<file path="config.mk">
export PLATFORM = sky130hd
export DESIGN_NAME = hmmm_mem_loader
export DESIGN_NICKNAME = d
export VERILOG_FILES = /design/src/rtl/hmmm_pkg.sv /design/src/rtl/ram_1rw.sv /design/src/rtl/hmmm_mem_loader.sv
export SDC_FILE = /design/constraint.sdc
export NUM_CORES = 2
export LEC_CHECK = 0
export ABC_AREA = 1
export CORE_ASPECT_RATIO = 1.1
export CORE_MARGIN = 5
export CORE_UTILIZATION = 40
export CTS_BUF_LIST = sky130_fd_sc_hd__clkbuf_16
export CTS_CLUSTER_DIAMETER = 60
export DETAILED_ROUTE_END_ITERATION = 8
export GPL_ROUTABILITY_DRIVEN = 1
export PLACE_DENSITY = 0.6
export SYNTH_ARGS = -nofsm -noshare
export SYNTH_HDL_FRONTEND = slang
export SYNTH_SLANG_ARGS = --single-unit
export TNS_END_PERCENT = 30
</file>
<file path="constraint.sdc">
create_clock -name clk -period 19.1 [get_ports clk]
set_input_delay 3.82 -clock clk [delete_from_list [all_inputs] [get_ports clk]]
set_output_delay 3.82 -clock clk [all_outputs]
set_load 0.03 [all_outputs]
</file>
<file path="src/rtl/hmmm_pkg.sv">
// hmmm_pkg: definitions shared by the HMMM memory loader and the core datapath.
//   HMMM_WORD_W : RAM / ReadData word width (7 high bits + 8 low bits per word)
//   HMMM_ADDR_W : word address width; RAM depth is 2**HMMM_ADDR_W
//   ld_state_e  : boot-loader state encoding
package hmmm_pkg;

    localparam int HMMM_WORD_W = 15;
    localparam int HMMM_ADDR_W = 8;

    // LOAD_HI: waiting for the high byte of a word
    // LOAD_LO: waiting for the low byte; the word is written when it lands
    // RUN    : image complete, core owns the RAM port
    typedef enum logic [1:0] {
        LOAD_HI = 2'd0,
        LOAD_LO = 2'd1,
        RUN     = 2'd2
    } ld_state_e;

endpackage

</file>
<file path="src/rtl/ram_1rw.sv">
// ram_1rw: single-port synchronous RAM, read-first, registered output.
//   clk    : clock, all activity on rising edge
//   reset  : asynchronous active-low reset of the output register only
//   rd_en  : 1 = capture mem[addr] into rdata, 0 = load rdata with zero
//   we     : write strobe for mem[addr] <= wdata
//   addr   : word address
//   wdata  : write data
//   rdata  : registered read data
// The array itself is never reset so it can map onto block RAM; only the
// output register is, which lets the top hold ReadData at zero while loading.
module ram_1rw #(
    parameter int ADDR_W = 8,
    parameter int WORD_W = 15
) (
    input  logic              clk,
    input  logic              reset,
    input  logic              rd_en,
    input  logic              we,
    input  logic [ADDR_W-1:0] addr,
    input  logic [WORD_W-1:0] wdata,
    output logic [WORD_W-1:0] rdata
);

    logic [WORD_W-1:0] mem [2**ADDR_W];

    always_ff @(posedge clk) begin
        if (we)
            mem[addr] <= wdata;
    end

    // Nonblocking read of mem sees the pre-write contents: read-first.
    always_ff @(posedge clk or negedge reset) begin
        if (!reset)
            rdata <= '0;
        else if (rd_en)
            rdata <= mem[addr];
        else
            rdata <= '0;
    end

endmodule

</file>
<file path="src/rtl/hmmm_mem_loader.sv">
// hmmm_mem_loader: memory-side responder for the 8-bit HMMM core bus plus a
// boot loader that fills the unified RAM from a byte stream (high byte, then
// low byte, per word) and then releases the core through cpu_run.
//   clk, reset          : clock / asynchronous active-low reset
//   MemWrite, adr,      : core store strobe, word address, store data
//   WriteData           :
//   ReadData            : registered read data to the core (0 while loading)
//   ld_valid, ld_data,  : load byte stream; ld_last marks the final byte
//   ld_last, ld_ready   :
//   reload              : single-cycle request to restart loading
//   cpu_run             : high while the core may run
//   ld_err              : sticky image-format error
//   ld_count            : words written during the current load
module hmmm_mem_loader
    import hmmm_pkg::*;
#(
    parameter int ADDR_W = HMMM_ADDR_W,
    parameter int WORD_W = HMMM_WORD_W
) (
    input  logic              clk,
    input  logic              reset,
    input  logic              MemWrite,
    input  logic [ADDR_W-1:0] adr,
    input  logic [7:0]        WriteData,
    output logic [WORD_W-1:0] ReadData,
    input  logic              ld_valid,
    input  logic [7:0]        ld_data,
    input  logic              ld_last,
    output logic              ld_ready,
    input  logic              reload,
    output logic              cpu_run,
    output logic              ld_err,
    output logic [ADDR_W:0]   ld_count
);

    ld_state_e         state_q, state_d;
    logic [ADDR_W-1:0] load_addr_q, load_addr_d;
    logic [6:0]        hi_q, hi_d;
    logic [ADDR_W:0]   cnt_q, cnt_d;
    logic              err_q, err_d;
    logic              run_q;
    logic              xfer;
    logic              ld_we;
    logic              in_run;
    logic              last_addr;

    logic              ram_we;
    logic              ram_rd_en;
    logic [ADDR_W-1:0] ram_addr;
    logic [WORD_W-1:0] ram_wdata;

    assign in_run    = (state_q == RUN);
    assign ld_ready  = ~in_run;
    // reload wins over a coincident byte: the byte is simply not taken.
    assign xfer      = ld_valid & ld_ready & ~reload;
    assign last_addr = (load_addr_q == {ADDR_W{1'b1}});

    always_comb begin
        state_d     = state_q;
        load_addr_d = load_addr_q;
        hi_d        = hi_q;
        cnt_d       = cnt_q;
        err_d       = err_q;
        ld_we       = 1'b0;
        if (reload) begin
            state_d     = LOAD_HI;
            load_addr_d = '0;
            cnt_d       = '0;
            err_d       = 1'b0;
        end else if (xfer) begin
            case (state_q)
                LOAD_HI: begin
                    hi_d = ld_data[6:0];
                    if (ld_data[7])
                        err_d = 1'b1;
                    // A last byte in the high slot means an odd-length image:
                    // flag it and release the core without writing a half word.
                    if (ld_last) begin
                        err_d   = 1'b1;
                        state_d = RUN;
                    end else begin
                        state_d = LOAD_LO;
                    end
                end
                LOAD_LO: begin
                    ld_we       = 1'b1;
                    cnt_d       = cnt_q + (ADDR_W+1)'(1);
                    load_addr_d = load_addr_q + ADDR_W'(1);
                    if (ld_last) begin
                        state_d = RUN;
                    end else if (last_addr) begin
                        // RAM full but the stream did not end: truncated image.
                        err_d   = 1'b1;
                        state_d = RUN;
                    end else begin
                        state_d = LOAD_HI;
                    end
                end
                default: ;
            endcase
        end
    end

    always_ff @(posedge clk or negedge reset) begin
        if (!reset) begin
            state_q     <= LOAD_HI;
            load_addr_q <= '0;
            hi_q        <= '0;
            cnt_q       <= '0;
            err_q       <= 1'b0;
            run_q       <= 1'b0;
        end else begin
            state_q     <= state_d;
            load_addr_q <= load_addr_d;
            hi_q        <= hi_d;
            cnt_q       <= cnt_d;
            err_q       <= err_d;
            run_q       <= (state_d == RUN);
        end
    end

    // Single RAM port: loader owns it until RUN, then the core does. A core
    // store coinciding with reload is dropped since the core is being reset.
    always_comb begin
        if (in_run) begin
            ram_addr  = adr;
            ram_we    = MemWrite & ~reload;
            ram_wdata = WORD_W'(WriteData);
        end else begin
            ram_addr  = load_addr_q;
            ram_we    = ld_we;
            ram_wdata = WORD_W'({hi_q, ld_data});
        end
    end

    // Reads only count while RUN persists, so ReadData is zero whenever the
    // loader is (or is about to be) active.
    assign ram_rd_en = in_run & ~reload;

    ram_1rw #(
        .ADDR_W (ADDR_W),
        .WORD_W (WORD_W)
    ) u_ram (
        .clk   (clk),
        .reset (reset),
        .rd_en (ram_rd_en),
        .we    (ram_we),
        .addr  (ram_addr),
        .wdata (ram_wdata),
        .rdata (ReadData)
    );

    assign cpu_run  = run_q;
    assign ld_err   = err_q;
    assign ld_count = cnt_q;

endmodule

</file>
* Yosys cells after proc, flatten, opt, wreduce, memory -nomap -nowiden *
Memory sizes are Yosys's and may differ from the RTL's.
Index checks and enable logic that the tools add are counted.

cells by class
  shift operators = 0
  magnitude comparators = 0
  multiply operators = 0
  mux-type cells = 28
  div/mod/pow operators = 0
  equal/unequal tests = 7
  bitwise logic cells = 6
  add/subtract/negate cells = 2
  reductions and logical operators = 7

operators by type and width
  cell                                                 count
  two-way mux 8 bit                                    4
  two-way mux 15 bit                                   2
  two-way mux 9 bit                                    3
  two-way mux 1 bit                                    12
  two-way mux 2 bit                                    5
  adder 9 x 1 -> 9 bit, second input constant          1
  adder 8 x 1 -> 8 bit, second input constant          1
  equality test 8 bit, second input constant           1
  inequality test 3 bit, second input constant         2
  AND reduction 5 bit                                  1
  bitwise AND 1 bit                                    4
  equality test 2 bit, second input constant           2
  inequality test 4 bit, second input constant         1
  one-hot mux 2 bit (2 select lines)                   1
  nonzero test 2 bit                                   2
  AND reduction 3 bit                                  1
  nonzero test 3 bit                                   1
  equality test 2 x 1 -> 1 bit, second input constant  1
  logical NOT 2 bit                                    1
  NOT 1 bit                                            2
  one-hot mux 1 bit (2 select lines)                   1
  AND reduction 2 bit                                  1

storage, ports and cells
  output and inout port bits = 27
  bits in latches = 0
  logic and storage cells = 58
  memory bits (writable) = 3840
  bits in read-only memories = 0
  flip-flop bits (word level) = 43
  memories kept = 1
  bits of input ports = 30

memory list
  memory     words  width  read ports  clocked after Yosys merged registers in  write ports  line           source
  u_ram.mem  256    15     1           0                                        1            ram_1rw.sv:24  logic [WORD_W-1:0] mem [2**ADDR_W];

* Longest topological paths before layout *
  depth after elaboration = 9
  mapped depth = 21
  mapped depth without buffers = 19

* Hierarchy *
A second synthesis with hierarchy kept.

second synthesis, totals
  cell total of the unflattened synthesis = 15472
  area total of the unflattened synthesis = 161712.6 µm²

modules (own cells, without submodules)
  module           times used  cells each  area an instance (µm²)  sequential area each (µm²)
  ram_1rw          1           15231       159988.4                115686.0
  hmmm_mem_loader  1           241         1724.2                  700.7

* Worst setup path before layout *
No wires, ideal clock.

  path kind = input -> register
  start point = input port ld_data[5]
  end point = memory u_ram.mem[0][5] (data pin)
  path buffers = 0
  arrival time = 13.765 ns
  stages = 2
  required time = 16.911 ns
  setup time = 2.189 ns
  setup slack = 3.146 ns
  path through = inv_1 -> o21ai_0

between the ends
  longest elaborated chain between the ends = 1

RTL lines
  what                    line                    source
  from (decl)             hmmm_mem_loader.sv:27   input logic [7:0] ld_data,
  two-way mux 15 bit      hmmm_mem_loader.sv:125  if (in_run) begin
  named net ram_wdata[5]  hmmm_mem_loader.sv:50   logic [WORD_W-1:0] ram_wdata;
  to (decl)               ram_1rw.sv:24

The timed path passes the listed nets, and every way through them passes these cells.

* Worst setup path in the final report *
  start point = input port adr[0]
  end point = register u_ram.rdata[10]

between the ends
  longest elaborated chain between the ends = 3

RTL lines
  what                        line                    source
  from (decl)                 hmmm_mem_loader.sv:23   input logic [ADDR_W-1:0] adr,
  two-way mux 8 bit           hmmm_mem_loader.sv:125
  memory read (256 x 15 bit)  n/a
  two-way mux 15 bit          ram_1rw.sv:35           else if (rd_en)
  to (signal assigned)        ram_1rw.sv:36           rdata <= mem[addr];
  to (decl)                   ram_1rw.sv:21           output logic [WORD_W-1:0] rdata

Every way passes these cells.
A chain may end at the register's enable or synchronous reset.

==> impl_table.tex <==
\begin{tabular}{lr}
\hline
Metric & Value \\
\hline
\multicolumn{2}{l}{\textbf{Worst setup path}} \\
\quad Crit path max fanout & 114 \\
\quad Startpoint of the worst-slack reg-to-reg timing path & state\_q[1]\$\_DFF\_PN0\_ \\
\quad Crit-path cells & clkdlybuf4s50\_1 -> nand3\_1 -> buf\_4 -> nand2\_4 -> buf\_4 -> buf\_4 -> buf\_12 -> buf\_4 -> nor2\_1 -> o21ai\_0 -> nand3\_1 -> nand2\_1 -> nand2\_1 -> nor2\_1 -> nor2\_1 -> nor2\_1 -> nand2\_1 -> nand2\_1 -> nand2\_1 -> nor2\_1 \\
\quad Capturing element of the worst setup path & u\_ram.rdata[10]\$\_DFF\_PN0\_ \\
\quad Element type at the critical path start & primary input \\
\quad CP peak stage delay & 0.72 ns \\
\quad Start-to-end type of the worst setup path & in2reg \\
\quad Setup slack of the most critical reg-to-reg path & 12.25 ns \\
\quad Setup crit end kind & register \\
\quad Capture point of the worst reg-to-reg path & u\_ram.rdata[4]\$\_DFF\_PN0\_ \\
\quad Slowest stage cell on the critical path & sky130\_fd\_sc\_hd\_\_buf\_4 \\
\quad Worst path arrival time & 9.99 ns \\
\quad Worst r2r path cells & 17 \\
\quad Required time worst endpoint & 19.97 ns \\
\quad Origin of the worst setup path & adr[0] \\
\multicolumn{2}{l}{\textbf{Worst hold path}} \\
\quad Hold Path Cell Cnt & 2 \\
\quad Class of the worst hold path & reg2reg \\
\multicolumn{2}{l}{\textbf{Synthesis}} \\
\quad Netlist area before placement & 0.1604 mm\^{}2 \\
\quad Number of nets in the synthesized netlist & 14561 \\
\quad Sequential-to-total area share from yosys stat & 72.56\% \\
\quad Synthesized netlist cell count & 14529 \\
\quad Number of flip-flops and latches in the synthesized netlist & 3883 \\
\quad Compound-cell area share of the yosys netlist & 3.566\% \\
\quad Multiplexer fraction of the synthesized cell area & 0\% \\
\quad Number of flops mapped to enable cells by yosys & 3840 \\
\quad Arithmetic-cell share of the synthesized area counting full adders, half adders and majority gates & 0.01560\% \\
\quad Post-synthesis average cell area & 11.04 um\^{}2 \\
\quad Async set or reset register ratio after synthesis & 1.107\% \\
\quad Leading register cell type out of synthesis & sky130\_fd\_sc\_hd\_\_edfxtp\_1 \\
\quad Number of different library cells in the post-synthesis netlist & 41 \\
\quad Post-synthesis xor/xnor area fraction & 0.01638\% \\
\quad Main combinational cell family by area after synthesis & simple AND/OR/NAND/NOR gates \\
\quad Synth Area in Simple Gates & 19.21\% \\
\quad Yosys synthesis warning count & 0 \\
\multicolumn{2}{l}{\textbf{Final layout}} \\
\quad Footprint of the flip-flops and latches & 0.1164 mm\^{}2 \\
\quad Final design area excluding fillers & 0.1798 mm\^{}2 \\
\quad Area growth from synthesis to final layout & 12.08\% \\
\quad Final non-filler cell total & 20215 \\
\quad Area of the multi-input gates & 0.03706 mm\^{}2 \\
\quad Filler Cell Count & 36534 \\
\quad Share of post-route cells with drive strength above 1 & 8.122\% \\
\quad Final-stage net count & 14634 \\
\multicolumn{2}{l}{\textbf{GRT}} \\
\quad Global routing usage on met1 & 29.96\% \\
\quad Met2 capacity usage during global routing & 37.28\% \\
\quad GR Util All Layers & 22.51\% \\
\quad Vias in the first global route & 99286 \\
\quad Maximum number of pins on one net before global-route repair & 182 \\
\quad Most used routing layer in global routing & met2 \\
\quad First-pass GRT wire length & 690800 um \\
\quad GRT met3 Usage & 3.382\% \\
\quad Leftover overflow at the end of global routing & 0 \\
\quad Number of antenna violations at the first check in global routing & 13 \\
\multicolumn{2}{l}{\textbf{Timing}} \\
\quad Worst-Margin Slew & 1.319 ns \\
\quad Total of endpoints with negative setup slack in the final report & 0 \\
\quad Max frequency & 109.7 MHz \\
\quad Number of max-slew violations in the final report & 0 \\
\quad Summed negative setup slack over all endpoints & 0 ns \\
\quad Minimum clock period after layout & 9.119 ns \\
\quad Rel. slew slack & 12.04\% \\
\quad RSZ-0062 raised after global routing & false \\
\quad Hold Violations, Final & 0 \\
\quad Minimum hold slack & 0.4883 ns \\
\quad Final WS setup & 9.981 ns \\
\quad Final critical-path share of the clock period & 47.75\% \\
\quad Largest clock skew in the final design & 0.06428 ns \\
\multicolumn{2}{l}{\textbf{Floorplan}} \\
\quad Starting Density & 40.04\% \\
\quad Core box area & 0.4005 mm\^{}2 \\
\quad Number of cell rows & 244 \\
\quad Die Span Y & 674.1 um \\
\quad Number of top-level design ports & 57 \\
\quad Die extent in x & 613.8 um \\
\quad Overall die area & 0.4138 mm\^{}2 \\
\multicolumn{2}{l}{\textbf{Detailed routing}} \\
\quad Violation count after the first detailed-routing iteration & 11585 \\
\quad Avg WL per Cell & 23.65 um \\
\quad Aggregate routed wire length & 478100 um \\
\quad First-pass DRT Iterations & 6 \\
\quad Antenna Nets Post-Route & 0 \\
\quad Total via count after detailed routing & 105234 \\
\quad Post-route DRC violation count & 0 \\
\quad Routed via count divided by cell count & 5.206 \\
\multicolumn{2}{l}{\textbf{Clock tree}} \\
\quad Clock latency at the later pin of the worst-skew pair & 0.97 ns \\
\quad Number of hold-repair buffers added at the cts stage & 0 \\
\quad Maximum clock insertion buffer count & 4 \\
\quad Count of buffers added by post-CTS timing repair for setup & 0 \\
\quad Root buffer selected by CTS & sky130\_fd\_sc\_hd\_\_clkbuf\_16 \\
\quad Number of cells upsized or downsized after cts & 0 \\
\quad Clock transition time at the flip-flop clock pins of the worst setup and hold paths & 0.06 ns \\
\quad Number of clock sinks & 3883 \\
\quad Number of CTS-inserted buffers & 395 \\
\quad TritonCTS clock tree & yes \\
\quad H-tree lvl count & 5 \\
\multicolumn{2}{l}{\textbf{Power and ir drop}} \\
\quad LEAKAGE & 67.75 nW \\
\quad Largest voltage drop on the vdd net & 82.66 uV \\
\quad Pwr Density & 105.6 mW/mm\^{}2 \\
\multicolumn{2}{l}{\textbf{Placement}} \\
\quad I/O Buffers & 56 \\
\quad Final weighted congestion in routability-driven placement & 0.8518 \\
\quad Dpl cell area & 0.1676 mm\^{}2 \\
\quad DP Cell Count & 19494 \\
\quad HPWL reported at the end of detailed placement & 258800 um \\
\quad Setup WS pre-CTS & 9.112 ns \\
\multicolumn{2}{l}{\textbf{Outcome}} \\
\quad Outcome & complete, no violations \\
\multicolumn{2}{l}{\textbf{Run}} \\
\quad Number of maximum-capacitance violations & 0 \\
\hline
\end{tabular}
==> worst max-delay path, delay by kind of cell <==
kind	cells	cell delay, ns
AO/OA/AOI/OAI	1	0.18
buffers and inverters	6	3.36
AND/OR/NAND/NOR	13	2.38
==> how the worst min path moves through the flow <==
| stage | endpoint | slack (ns) | startpoint |
|---|---|---|---|
| after floorplan | hi_q[0]$_DFFE_PN0P_ | 0.45 | hi_q[0]$_DFFE_PN0P_ |
| after global placement | hi_q[2]$_DFFE_PN0P_ | 0.47 | hi_q[2]$_DFFE_PN0P_ |
| after detailed placement | hi_q[5]$_DFFE_PN0P_ | 0.47 | hi_q[5]$_DFFE_PN0P_ |
| after CTS | hi_q[5]$_DFFE_PN0P_ | 0.49 | hi_q[5]$_DFFE_PN0P_ |
| after global routing | hi_q[1]$_DFFE_PN0P_ | 0.52 | hi_q[1]$_DFFE_PN0P_ |
| final | hi_q[5]$_DFFE_PN0P_ | 0.49 | hi_q[5]$_DFFE_PN0P_ |
==> placed cells by master, fill, tap and decap left out, types with 43 or more instances in the layout <==
| master | Yosys | routed |
|---|---|---|
| sky130_fd_sc_hd__clkinv_1 | 2 | 93 |
| sky130_fd_sc_hd__clkbuf_16 | 0 | 399 |
| sky130_fd_sc_hd__o21ai_0 | 771 | 764 |
| sky130_fd_sc_hd__inv_1 | 1063 | 1161 |
| sky130_fd_sc_hd__edfxtp_1 | 3840 | 3840 |
| sky130_fd_sc_hd__or2_2 | 169 | 169 |
| sky130_fd_sc_hd__nor2_2 | 14 | 104 |
| sky130_fd_sc_hd__buf_4 | 34 | 309 |
| sky130_fd_sc_hd__nand3_1 | 620 | 620 |
| sky130_fd_sc_hd__or2_0 | 111 | 111 |
| sky130_fd_sc_hd__nor2_1 | 2911 | 2813 |
| sky130_fd_sc_hd__dfrtp_1 | 43 | 43 |
| sky130_fd_sc_hd__nand2_1 | 3757 | 3738 |
| sky130_fd_sc_hd__clkinv_2 | 0 | 72 |
| sky130_fd_sc_hd__o21ai_1 | 315 | 315 |
| sky130_fd_sc_hd__clkdlybuf4s50_1 | 0 | 55 |
| sky130_fd_sc_hd__or2_1 | 110 | 110 |
==> report_power, final <==
group          internal, mW  total [mW]  leakage (nW)  switching [mW]
combinational         0.366        1.91          26.1            1.54
sequential             9.69        9.69          35.3         0.00852
clock                  4.08        7.37          6.36            3.29
==> synth_stat cells (all sizes together), types with 2 or more instances <==
cell type	n	area, um^2
o22ai	6	37.54
buf	464	2365
edfxtp	3840	115300
inv	1086	4079
clkinv	2	7.510
xnor2	2	17.52
nand3	621	3113
nand4	3	18.77
clkbuf	252	965.9
nor2	2931	11080
or2	390	2440
o32ai	3	26.28
ha	2	25.02
nand2	3762	14140
o21ai	1091	5494
nor3	5	25.02
o211ai	10	75.07
dfrtp	43	1076
a21oi	10	50.05
==> stage by stage <==
step,power (mW),utilization (%)
2_1_floorplan,11.08,-
3_3_place_gp,11.75,41.84
3_5_place_dp,11.77,41.84
4_1_cts,19.06,44.88
5_1_grt,19.55,44.88
6_report,18.98,44.88
==> cells by family (layout without fill, tap and decap cells) <==
logic type,count (synthesis),in the layout
adders and majority gates,2,2
AOI/OAI and AO/OA,1125,1125
xor gates and xnor gates,3,3
DFF,3883,3883
buffers and inverters,1804,2197
and+or+nand+nor,7712,7712
other,0,4
==> flip-flops by register name (all words and copies together) (netlist names) <==
name,count
hi_q,7
u_ram.rdata,15
ld_err,1
u_ram.mem,3840
load_addr_q,8
cpu_run,1
ld_count,9
state_q,2
==> cell type report <==
type / count / share of cell area [%]
Antenna cell: 4 / 0.005568
Tap cell: 5289 / 3.681
Multi-Input combinational cell: 8842 / 20.61
Sequential cell: 3883 / 64.74
Clock buffer: 399 / 5.554
Timing Repair Buffer: 392 / 1.900
Inverter: 1088 / 2.283
Clock inverter: 318 / 1.220
==> routing by layer <==
layer / vias up / routed length (um)
met5: - / 38
met4: 6 / 20660
met3: 851 / 36460
met2: 4283 / 228600
met1: 51978 / 192400
li1: 48116 / -
Note: power is estimated with default switching activity, not from simulation.
